File: src/rtl/w_schedule_stream.sv
// SHA-256 message-schedule expander with valid/ready flow control.
// It loads one 512-bit block (W0..W15) into a 16-word sliding window.
// It then streams W0..W(ROUNDS-1), LANES words per beat.
// The window slides down by LANES on each accepted beat. The vacated top
// slots are refilled with freshly expanded words, chained combinationally
// so that lane j can depend on lanes j-2 and below from the same cycle.
// Legal configurations: LANES in {1,2,4,8}, ROUNDS a multiple of LANES,
// 16 <= ROUNDS <= 64.
module w_schedule_stream #(
    parameter int LANES  = 1,
    parameter int ROUNDS = 64
) (
    input  logic                  clk,
    input  logic                  reset,
    input  logic                  in_valid,
    output logic                  in_ready,
    input  logic [511:0]          in_block,
    output logic                  out_valid,
    input  logic                  out_ready,
    output logic [LANES*32-1:0]   out_w,
    output logic [6:0]            out_index,
    output logic                  out_last
);

    typedef enum logic {
        S_IDLE = 1'b0,
        S_RUN  = 1'b1
    } state_t;

    localparam logic [6:0] LAST_IDX = 7'(ROUNDS - LANES);
    localparam logic [6:0] STEP     = 7'(LANES);

    state_t              state_q, state_d;
    logic [511:0]        win_q, win_d;
    logic [6:0]          idx_q, idx_d;
    logic [LANES*32-1:0] new_words;
    logic                is_last;

    function automatic logic [31:0] sig0(input logic [31:0] x);
        return {x[6:0], x[31:7]} ^ {x[17:0], x[31:18]} ^ (x >> 3);
    endfunction

    function automatic logic [31:0] sig1(input logic [31:0] x);
        return {x[16:0], x[31:17]} ^ {x[18:0], x[31:19]} ^ (x >> 10);
    endfunction

    // x[0..15] is the current window.
    // x[16+j] is the j-th new word, computed in order so later lanes see
    // earlier ones.
    function automatic logic [LANES*32-1:0] expand(input logic [511:0] win);
        logic [31:0]         x [16+LANES];
        logic [LANES*32-1:0] n;
        for (int k = 0; k < 16; k++) begin
            x[k] = win[k*32 +: 32];
        end
        for (int j = 0; j < LANES; j++) begin
            x[16+j] = '0;
        end
        n = '0;
        for (int j = 0; j < LANES; j++) begin
            x[16+j] = sig1(x[14+j]) + x[9+j] + sig0(x[1+j]) + x[j];
            n[j*32 +: 32] = x[16+j];
        end
        return n;
    endfunction

    // Output view of the window and handshake flags.
    always_comb begin
        new_words = expand(win_q);
        is_last   = (idx_q == LAST_IDX);
        in_ready  = reset && (state_q == S_IDLE);
        out_valid = (state_q == S_RUN);
        out_last  = (state_q == S_RUN) && is_last;
        out_w     = win_q[LANES*32-1:0];
        out_index = idx_q;
    end

    // Next-state logic: load on accept, slide on every consumed non-final beat.
    always_comb begin
        state_d = state_q;
        win_d   = win_q;
        idx_d   = idx_q;
        case (state_q)
            S_IDLE: begin
                if (in_valid) begin
                    win_d   = in_block;
                    idx_d   = '0;
                    state_d = S_RUN;
                end
            end
            S_RUN: begin
                if (out_ready) begin
                    if (is_last) begin
                        state_d = S_IDLE;
                    end else begin
                        win_d = {new_words, win_q[511:LANES*32]};
                        idx_d = idx_q + STEP;
                    end
                end
            end
            default: state_d = S_IDLE;
        endcase
    end

    // State, window and index registers; reset abandons any block in flight.
    always_ff @(posedge clk) begin
        if (!reset) begin
            state_q <= S_IDLE;
            win_q   <= '0;
            idx_q   <= '0;
        end else begin
            state_q <= state_d;
            win_q   <= win_d;
            idx_q   <= idx_d;
        end
    end

endmodule

File: config.mk
export PLATFORM = sky130hd
export DESIGN_NAME = w_schedule_stream
export DESIGN_NICKNAME = d
export VERILOG_FILES = /design/src/rtl/w_schedule_stream.sv
export SDC_FILE = /design/constraint.sdc
export NUM_CORES = 1
export LEC_CHECK = 0
export BUFFER_PORTS_ARGS = -buffer_cell sky130_fd_sc_hd__buf_2
export CAP_MARGIN = 20
export CELL_PAD_IN_SITES_DETAIL_PLACEMENT = 0
export CELL_PAD_IN_SITES_GLOBAL_PLACEMENT = 2
export CORE_ASPECT_RATIO = 0.9
export CORE_MARGIN = 10
export CORE_UTILIZATION = 35
export CTS_CLUSTER_DIAMETER = 200
export DETAILED_ROUTE_END_ITERATION = 10
export PLACE_DENSITY = 0.84
export SLEW_MARGIN = 20
export SYNTH_ARGS = -nofsm -noshare
export SYNTH_HDL_FRONTEND = slang
export SYNTH_SLANG_ARGS = --single-unit
File: constraint.sdc
create_clock -name clk -period 5.3 [get_ports clk]
set_input_delay 1.06 -clock clk [delete_from_list [all_inputs] [get_ports clk]]
set_output_delay 1.06 -clock clk [all_outputs]
set_load 0.03 [all_outputs]
==> flow_metrics.tcl, run 1 <==
set metrics [dict create \
    syn2layout_area_growth_pct 17.3 \
    routed_wirelength_mm 114 \
    synth_top_cell_by_area "dfxtp_1" \
    ctsHtreeMaxLevel 2 \
    inst_count_dp 4299 \
    drtPass1Iterations 5 \
    drt_iter0_markers 1599 \
    floorplan.core_area_um2 82500 \
    finClkSkew_ps 15.5 \
    ys.warnings.count 0 \
    chipHeight_um 293 \
    syn-mean-instance-area_um2 9.83 \
    powerDensity_nw_per_um2 430 \
    finalInstanceArea_um2 34000 \
    seqCellArea_um2 10400 \
    power.ir.vdd_worst_uv 215 \
    root_cell_of_the_clock_tree "clkbuf_16" \
    yosysSeqAreaShare_pct 35.9 \
    buffers_added_on_ports 557 \
    worst-path-max-fanout 6 \
    synth-edff-count 0 \
    tritoncts_clock_tree "built" \
    clock_sinks 520 \
    fmaxAchievable_ghz 0.235 \
    count_of_endpoints_failing_hold_in_the_final_timing_report 0 \
    arrival_ps 4730 \
    detailed_place_hpwl_mm 89.9 \
    finalSetupTns_ps 0 \
    yosys.area.top_type_share_pct 35.9 \
    drt-wirelength-per-cell_um 25.8 \
    post-cts-setup-buffer-count 0 \
    overflow 0 \
    postRouteAntennaNets 0 \
    detailroute.via_count 22700 \
    async_reset_ff_share_pct 0 \
    synth_flop_cell "dfxtp_1" \
    finalSetupViolations 0 \
    tritoncts_buffers 60 \
    cts_repair_resize_count 0 \
    yosys-top-cells-area "dfxtp_1 (36%), mux2i_1 (17%), a211oi_2 (13%), nor2_1 (6.7%), a211oi_1 (5.0%)" \
    mostFrequentLayoutCells "buf_2 (557), nor2_1 (519), dfxtp_1 (519), mux2i_1 (491), a211oi_2 (301)" \
    worst_tran_pin_value_ps 1100 \
    groute.usage.overall_pct 22.9 \
    globalplace.congestion 0.875 \
    layoutNonFillerInstCount 4430 \
    layout-drive-gt1-share_pct 30.3 \
    critPathRequiredTime_ps 5770 \
    maxCapViolations 0 \
    leakage_nw 14.1 \
    timing.slew.headroom_pct 27.0 \
    worst_path_largest_cell_delay_ps 510 \
    total_standard_cell_area_after_synthesis_um2 29000 \
    synth_nets 3558 \
    maximum_number_of_pins_on_one_net_before_global_route_repair 143 \
    pin_count 558 \
    die_area_um2 94800 \
    postCtsHoldBufs 0 \
    timing.critical_path.from_type "flop" \
    cts_max_path_buffers 3 \
    number_of_global_route_vias_before_repair 22500 \
    min_path_type "reg2reg" \
    cp_slowest_cell "fa_1" \
    outcome "finished, final reports clean" \
    final_min_period_over_clock_period_pct 80.3 \
    syn-instance-count 2948 \
    viasPerCell 5.12 \
    multi_input_comb_area_um2 16400 \
    crit_path_end_kind "flop" \
    synth_seq_cells 520 \
    num_rows 100 \
    worst_setup_hold_path_clk_slew_ps 60 \
    nFillCells 8349 \
    place_area_um2 31900 \
    critPathKind "reg2reg" \
    crit_chain "xor2_1, xnor2_1, fa_1, fa_1, inv_1, ha_1, a211oi_1, o21ai_0, a21o_1, o211ai_2, a31o_1, o21ai_1, xnor2_1, a21oi_1" \
    first_pass_grt_wire_length_mm 160 \
    worst_skew_pair.late_latency_ps 620 \
    total_drc_errors_in_the_routed_layout 0 \
    yosysUniqueCellTypes 65 \
    rsz0062_at_grt "false" \
    finalNetCount 3900 \
    most_common_library_cell_in_the_layout_ignoring_fill_and_taps "buf_2" \
    initial_core_util_pct 35.2 \
    timing.final.crit_period_ps 4260 \
    die-width_um 323 \
    grt_antenna_before_repair 60 \
    final_slew_viol_count 0 \
]
## synthesized netlist by cell type, drive strengths merged, types with 3 or more instances
cell type	number
a221oi	5
nand2	32
nor2	519
a21oi	56
or3	6
dfxtp	520
o22ai	5
nand3	14
a211oi	494
o221ai	3
ha	32
a21o	16
xor2	59
and3	9
inv	130
o31ai	4
fa	62
nor3	9
nand4	7
buf	149
or2	3
mux2i	491
o21ai	39
xnor2	86
clkbuf	163
o211ai	3
a31o	3
## path summary, 6_finish.rpt
path	startpoint	to	slack [ps]	cells past startpoint
worst max-delay path	win_q[472]	win_q[502]	1040	14
worst min register to register	win_q[389]	win_q[389]	500	2
worst min-delay path	win_q[389]	win_q[389]	500	2
worst max register to register	win_q[472]	win_q[502]	1040	14
## worst max-delay path, delay by kind of cell (launching register included)
family,cells,cell delay (ps)
compound gates,7,1520
fa+ha+maj,3,1360
xor+xnor,3,680
flops,1,480
buf+inv,1,40
## sequential cells by signal, summed over array words and instances, names as in the netlist
| signal | count |
|---|---|
| out_valid | 1 |
| win_q | 512 |
| out_index | 7 |
## metrics by stage
step / util, % / hold slack (ps) / power (mW) / worst slack [ps]
2_1_floorplan: - / 448 / 8.58 / 1440
5_1_grt: 41.2 / 514 / 15.4 / 802
6_report: 41.2 / 496 / 14.6 / 1040
4_1_cts: 41.2 / 499 / 14.7 / 1070
3_5_place_dp: 38.7 / 487 / 10.3 / 1130
3_3_place_gp: 38.7 / 486 / 10.4 / 1180
## area by class of cell
class	instances	area share, %
Sequential cell	520	30.6
Antenna cell	22	0.162
Clock inverter	27	0.850
Clock buffer	82	5.07
Tap cell	1071	3.94
Timing Repair Buffer	592	9.56
Multi-Input combinational cell	1986	48.3
Inverter	130	1.46
## power breakdown
part           total [mW]  switching (mW)  internal (mW)
combinational        5.58            3.43           2.15
clock                4.30            1.79           2.51
sequential           4.74           0.407           4.33
## kinds of logic (layout without fill, tap and decap cells)
| logic type | count (synthesis) | in the layout | synth area share (%) |
|---|---|---|---|
| flops | 520 | 520 | 35.9 |
| other cells | 0 | 22 | 0 |
| compound gates | 644 | 644 | 21.2 |
| fa+ha+maj | 94 | 94 | 5.66 |
| xor+xnor | 145 | 145 | 4.38 |
| simple gates | 612 | 612 | 8.45 |
| buf+inv | 442 | 831 | 7.43 |
| mux | 491 | 491 | 17.0 |
## routing by layer
layer  global-route usage (%)  part of all wire, %  vias up
met5                        0                 0.38        -
met4                     3.24                  1.2       70
met3                     6.82                  8.2      151
met2                     37.1                   46      682
met1                     30.5                   44    10700
li1                         -                    -    11100
(Power assumes the default switching activity.)
==> inputs of run 2 (changes only) <==
--- a/config.mk
+++ b/config.mk
@@ -11,10 +11,10 @@
 export CELL_PAD_IN_SITES_GLOBAL_PLACEMENT = 2
 export CORE_ASPECT_RATIO = 0.9
 export CORE_MARGIN = 10
-export CORE_UTILIZATION = 35
+export CORE_UTILIZATION = 32
 export CTS_CLUSTER_DIAMETER = 200
 export DETAILED_ROUTE_END_ITERATION = 10
-export PLACE_DENSITY = 0.84
+export PLACE_DENSITY = 0.81
 export SLEW_MARGIN = 20
 export SYNTH_ARGS = -nofsm -noshare
 export SYNTH_HDL_FRONTEND = slang
==> constraint.sdc (replaced) <==
create_clock -name clk -period 3.4 [get_ports clk]
set_input_delay 0.68 -clock clk [delete_from_list [all_inputs] [get_ports clk]]
set_output_delay 0.68 -clock clk [all_outputs]
set_load 0.03 [all_outputs]
==> run 2 against run 1 <==
Net effect:
- the flow now finishes with violations (negative setup slack)
- register-to-register slack worse by 1500 ps
- first-iteration DRC count up 3.1%
- utilization is essentially flat
- worst hold slack lost 270 ps
- power increased by 78%
- sequential share of layout area shrank 2.4 points
- critical path type unchanged
- critical endpoint is now win_q[503]
- largest power group unchanged
==> flow_metrics.tcl, run 2 (synthesized netlist as in run 1, its figures left out) <==
set metrics [dict create \
    die-width_um 337 \
    count_of_endpoints_failing_hold_in_the_final_timing_report 0 \
    num_rows 104 \
    largest_register_ffs 512 \
    hold_ws_ps 224 \
    ctsHtreeMaxLevel 2 \
    initial_core_util_pct 32.3 \
    tritoncts_clock_tree "built" \
    hold_start "out_ready" \
    timing.final.crit_period_ps 3810 \
    destination_of_the_worst_register_to_register_timing_path "win_q[503]" \
    chipHeight_um 306 \
    tritoncts_buffers 60 \
    pin_count 558 \
    die_area_um2 103000 \
    viasPerCell 4.90 \
    groute.usage.overall_pct 22.4 \
    clock_sinks 520 \
    reg2reg_slack_ps -410 \
    globalplace.congestion 0.925 \
    final_slew_viol_count 0 \
    worst_setup_path_startpoint "win_q[468]" \
    whs_path_depth 2 \
    root_cell_of_the_clock_tree "clkbuf_16" \
    outcome "complete, but fails checks" \
    leakage_nw 15.7 \
    finClkSkew_ps 23.1 \
    first_pass_grt_wire_length_mm 169 \
    postRouteAntennaNets 0 \
    power.ir.vdd_worst_uv 420 \
    largest-register "win_q" \
    number_of_global_route_vias_before_repair 23800 \
    final_min_period_over_clock_period_pct 112 \
    crit_path_end_kind "flop" \
    drt_iter0_markers 1649 \
    mostFrequentLayoutCells "buf_2 (557), nor2_1 (519), dfxtp_1 (503), mux2i_1 (491), buf_4 (309)" \
    finalWorstSetupSlack_ps -412 \
    violations "negative setup slack" \
    detailroute.via_count 23700 \
    buffers_added_on_ports 557 \
    min_path_type "in2reg" \
    critPathRequiredTime_ps 3920 \
    drt-wirelength-per-cell_um 25.1 \
    rsz0062_at_grt "true" \
    floorplan.core_area_um2 89700 \
    worst_setup_hold_path_clk_slew_ps 60 \
    regToRegStartpoint "win_q[468]" \
    timing.critical_path.from_type "flop" \
    finalSetupViolations 24 \
    critPathKind "reg2reg" \
    overflow 0 \
    most_common_library_cell_in_the_layout_ignoring_fill_and_taps "buf_2" \
    maximum_number_of_pins_on_one_net_before_global_route_repair 130 \
    powerDensity_nw_per_um2 703 \
    drtPass1Iterations 5 \
    maxCapViolations 0 \
    worst_skew_pair.late_latency_ps 650 \
    finalNetCount 4203 \
    postCtsHoldBufs 0 \
    worst_tran_pin_value_ps 1010 \
    detailed_place_hpwl_mm 98.2 \
    grt_antenna_before_repair 68 \
    fmaxAchievable_ghz 0.262 \
    place_ws_ps -597 \
    reg2reg_depth 16 \
    utilization_pct 41.3 \
    layout-drive-gt1-share_pct 38.5 \
    total_drc_errors_in_the_routed_layout 0 \
    arrival_ps 4330 \
    syn2layout_area_growth_pct 27.7 \
    timing.slew.headroom_pct 32.8 \
    worst-path-max-fanout 4 \
    hold_end "out_valid" \
    cts_max_path_buffers 3 \
    routed_wirelength_mm 121 \
]
## run 2: cell count changes in the layout (fill, tap and decap cells not counted), moves of 8 or more
cell     change
buf_4      +290
a21oi_1     -19
dfxtp_1     -16
a21oi_2     +15
dfxtp_2     +12
o21ai_0     -10
xnor2_1      -9
buf_6        +8
ha_1         -8
xnor2_2      +8
xor2_1       -8
## run 2: what timing repair did
action | in CTS | in global routing
resized for setup | 48 | 65
setup buffers | 7 | 7
pin swaps | 28 | 49
setup endpoints to repair | 25 | 28
## run 2: final cells by class
class,count,area [µm²]
sequential,520,10400
clock inverter,24,245
multi-input combinational,1986,17000
fill,9044,52600
inverter,130,495
antenna,29,72.6
tap,1166,1460
timing repair buffer,895,5620
clock buffer,86,1730
## run 2: per-layer routing
metal  GRT usage (%)  routed length, µm  vias up
met1            29.4              53900    11000
met5               0                464        -
li1                -                  -    11700
met2            34.6              53100      729
met4            5.93               3170       76
met3            8.05              10600      206
## run 2: worst max path at each step
stage                  to  slack, ps  cells past startpoint
6_report       win_q[503]       -410                     16
5_1_grt        win_q[503]       -600                     16
4_1_cts        win_q[503]       -370                     17
3_5_place_dp   win_q[507]       -600                     14
3_3_place_gp   win_q[507]       -510                     14
2_1_floorplan  win_q[503]       -190                     17
## run 2: stage by stage
stage	power (mW)	area, µm²	TNS [ps]	std cells
after floorplan	13.5	29100	-1190	2948
after global placement	18.4	34400	-6980	4687
after detailed placement	18.4	34400	-8210	4687
after CTS	25.5	36600	-6390	4804
after global routing	27.4	37000	-10470	4820
final	26.0	37000	-6060	4836
## run 2: critical path, cell delays in order (launching register included)
cell,delay [ps]
dfxtp_4,350
xor2_2,180
xnor2_2,140
fa_1,490
fa_1,400
inv_1,70
ha_2,180
inv_2,40
fa_2,380
and2b_1,230
o21ai_2,90
a21oi_4,220
o31ai_4,90
a21o_1,220
o41ai_2,330
xnor2_1,170
o22ai_1,100
## run 2: power by group
group | total, mW | switching (mW) | internal (mW)
Combinational | 12.2 | 6.51 | 5.64
Clock | 6.58 | 2.82 | 3.76
Sequential | 7.28 | 0.521 | 6.76
Total | 26.0 | 9.85 | 16.2
==> inputs of run 3 (changes only) <==
==> constraint.sdc (replaced) <==
create_clock -name clk -period 3.4 [get_ports clk]
set_input_delay 0.17 -clock clk [delete_from_list [all_inputs] [get_ports clk]]
set_output_delay 0.17 -clock clk [all_outputs]
set_load 0.03 [all_outputs]
==> run 3 against run 2 <==
Net effect:
- the flow still finishes with violations (negative setup slack)
- count of clock-buffer cells in the layout down 1
- cell count up 9.5%
- sequential power barely moved
- non-clock buffer count rose by 461
- combinational power rose by 3%
- setup slack got worse by 1.6 ps
- critical path type unchanged
- largest cell class unchanged
==> flow_metrics.tcl, run 3 (synthesized netlist as in run 1, its figures left out) <==
set metrics [dict create \
    drt-wirelength-per-cell_um 23.5 \
    floorplan.core_area_um2 89700 \
    leakage_nw 17.7 \
    total_drc_errors_in_the_routed_layout 0 \
    clock_sinks 520 \
    worst_skew_pair.late_latency_ps 660 \
    ctsHtreeMaxLevel 2 \
    grt_antenna_before_repair 27 \
    cp_num_buf_inv 2 \
    worst_setup_hold_path_clk_slew_ps 60 \
    number_of_global_route_vias_before_repair 26300 \
    groute.layer.met3.usage_pct 4.66 \
    arrival_ps 4320 \
    detailroute.via_count 25700 \
    largest-register "win_q" \
    die-width_um 337 \
    timing.critical_path.from_type "flop" \
    global_route.peak_usage_layer "met2" \
    critPathKind "reg2reg" \
    routed_wirelength_mm 125 \
    root_cell_of_the_clock_tree "clkbuf_16" \
    finalNetCount 4665 \
    worst_tran_pin_value_ps 966 \
    powerDensity_nw_per_um2 638 \
    outcome "complete, but fails checks" \
    drt_iter0_markers 1916 \
    mostFrequentLayoutCells "buf_2 (557), nor2_1 (517), dfxtp_1 (504), mux2i_1 (491), dlygate4sd3_1 (472)" \
    tritoncts_buffers 61 \
    chipHeight_um 306 \
    design_power_total_mw 26.7 \
    maximum_number_of_pins_on_one_net_before_global_route_repair 125 \
    viasPerCell 4.85 \
    postRouteAntennaNets 0 \
    rsz0062_at_grt "true" \
    hold_start "in_block[150]" \
    final_min_period_over_clock_period_pct 112 \
    worst_setup_path_startpoint "win_q[469]" \
    groute.layer.met1.usage_pct 31.6 \
    finClkSkew_ps 42.4 \
    regToRegStartpoint "win_q[469]" \
    final_slew_viol_count 0 \
    fmaxAchievable_ghz 0.262 \
    violations "negative setup slack" \
    globalplace.congestion 0.918 \
    finalWorstSetupSlack_ps -414 \
    worst_path_most_repeated_cell "fa_1" \
    critPathRequiredTime_ps 3910 \
    cpLargestDelayFamily "adder cells" \
    groute.usage.overall_pct 23.1 \
    buffers_added_on_ports 557 \
    crit_chain "buf_6, xor2_4, xnor2_2, fa_1, fa_1, buf_4, fa_2, and2b_1, o21ai_2, a21oi_4, o31ai_4, a21o_1, o41ai_2, xnor2_1, o22ai_1" \
    syn2layout_area_growth_pct 44.4 \
    tritoncts_clock_tree "built" \
    timing.final.crit_period_ps 3810 \
    drtPass1Iterations 5 \
    utilization_pct 46.7 \
    timing.slew.headroom_pct 35.6 \
    die_area_um2 103000 \
    most_common_library_cell_in_the_layout_ignoring_fill_and_taps "buf_2" \
    first_pass_grt_wire_length_mm 178 \
    cp_slowest_cell "fa_1" \
    cts_max_path_buffers 3 \
    worst_path_largest_cell_delay_ps 560 \
    detailed_place_hpwl_mm 96.7 \
    pin_count 558 \
    largest_register_ffs 512 \
    initial_core_util_pct 32.3 \
    grt_use_met2_pct 37.4 \
    layout-drive-gt1-share_pct 34.5 \
    overflow 0 \
    crit_path_end_kind "flop" \
    worst-path-max-fanout 4 \
    finalSetupViolations 25 \
    num_rows 104 \
    power.ir.vdd_worst_uv 491 \
    min_path_type "in2reg" \
    maxCapViolations 0 \
    count_of_endpoints_failing_hold_in_the_final_timing_report 0 \
]
==> run 3: cell types whose count changed in the layout (fill, tap and decap cells not counted), moves of 4 or more <==
| cell | delta |
|---|---|
| buf_4 | -14 |
| clkbuf_1 | -6 |
| clkbuf_8 | +5 |
| dfxtp_2 | -4 |
| diode_2 | -8 |
| dlygate4sd3_1 | +472 |
| ha_1 | -4 |
| xnor2_1 | -4 |
| xnor2_2 | +4 |
| xor2_1 | -8 |
| xor2_2 | +7 |
==> run 3: repair_timing <==
item / in CTS / in global routing
setup endpoints to repair: 25 / 28
hold buffers: 472 / 0
pin swaps: 42 / 30
setup buffers: 10 / 4
resized for setup: 74 / 52
endpoints found under the hold margin: 469 / 0
==> run 3: power by group <==
group | switching, mW | total (mW) | internal, mW
Sequential | 0.520 | 7.28 | 6.76
Clock | 2.91 | 6.80 | 3.89
Combinational | 6.65 | 12.6 | 5.97
Total | 10.1 | 26.7 | 16.6
==> run 3: cell type report <==
cell class | count | area (µm²)
well taps | 1166 | 1460
fillers | 8527 | 47800
multi-input cells | 1986 | 17100
inverters | 130 | 495
repair buffers | 1356 | 10300
flip-flops and latches | 520 | 10500
clock buffers | 85 | 1780
diodes | 21 | 52.6
clock inverters | 30 | 277
==> run 3: path summary, 6_finish.rpt <==
path | endpoint | slack, ps | depth (start not counted)
worst max-delay path | win_q[503] | -410 | 15
worst min-delay path | win_q[150] | 30 | 3
worst max register to register | win_q[503] | -410 | 15
worst min register to register | win_q[398] | 500 | 2
==> run 3: worst min-delay path: cells and delay by family <==
family | cells | cell delay [ps]
compound gates | 1 | 230
mux | 1 | 130
buf+inv | 1 | 80
==> run 3: stage by stage <==
stage | instance area (µm²) | std cells | worst slack (ps) | hold slack, ps | setup TNS (ps)
after floorplan | 29100 | 2948 | -188 | 277 | -1190
after global placement | 34300 | 4675 | -599 | 388 | -9100
after CTS | 41600 | 5271 | -443 | 0.225 | -7110
after detailed placement | 34300 | 4675 | -594 | 391 | -9840
after global routing | 41800 | 5284 | -575 | 11.1 | -11010
final | 41900 | 5294 | -414 | 26.3 | -6760
==> run 3: per-layer routing <==
metal	vias to the layer above	wire, µm
met4	16	2140
met1	12100	57000
met5	-	99
met2	834	56900
li1	12600	-
met3	135	8490
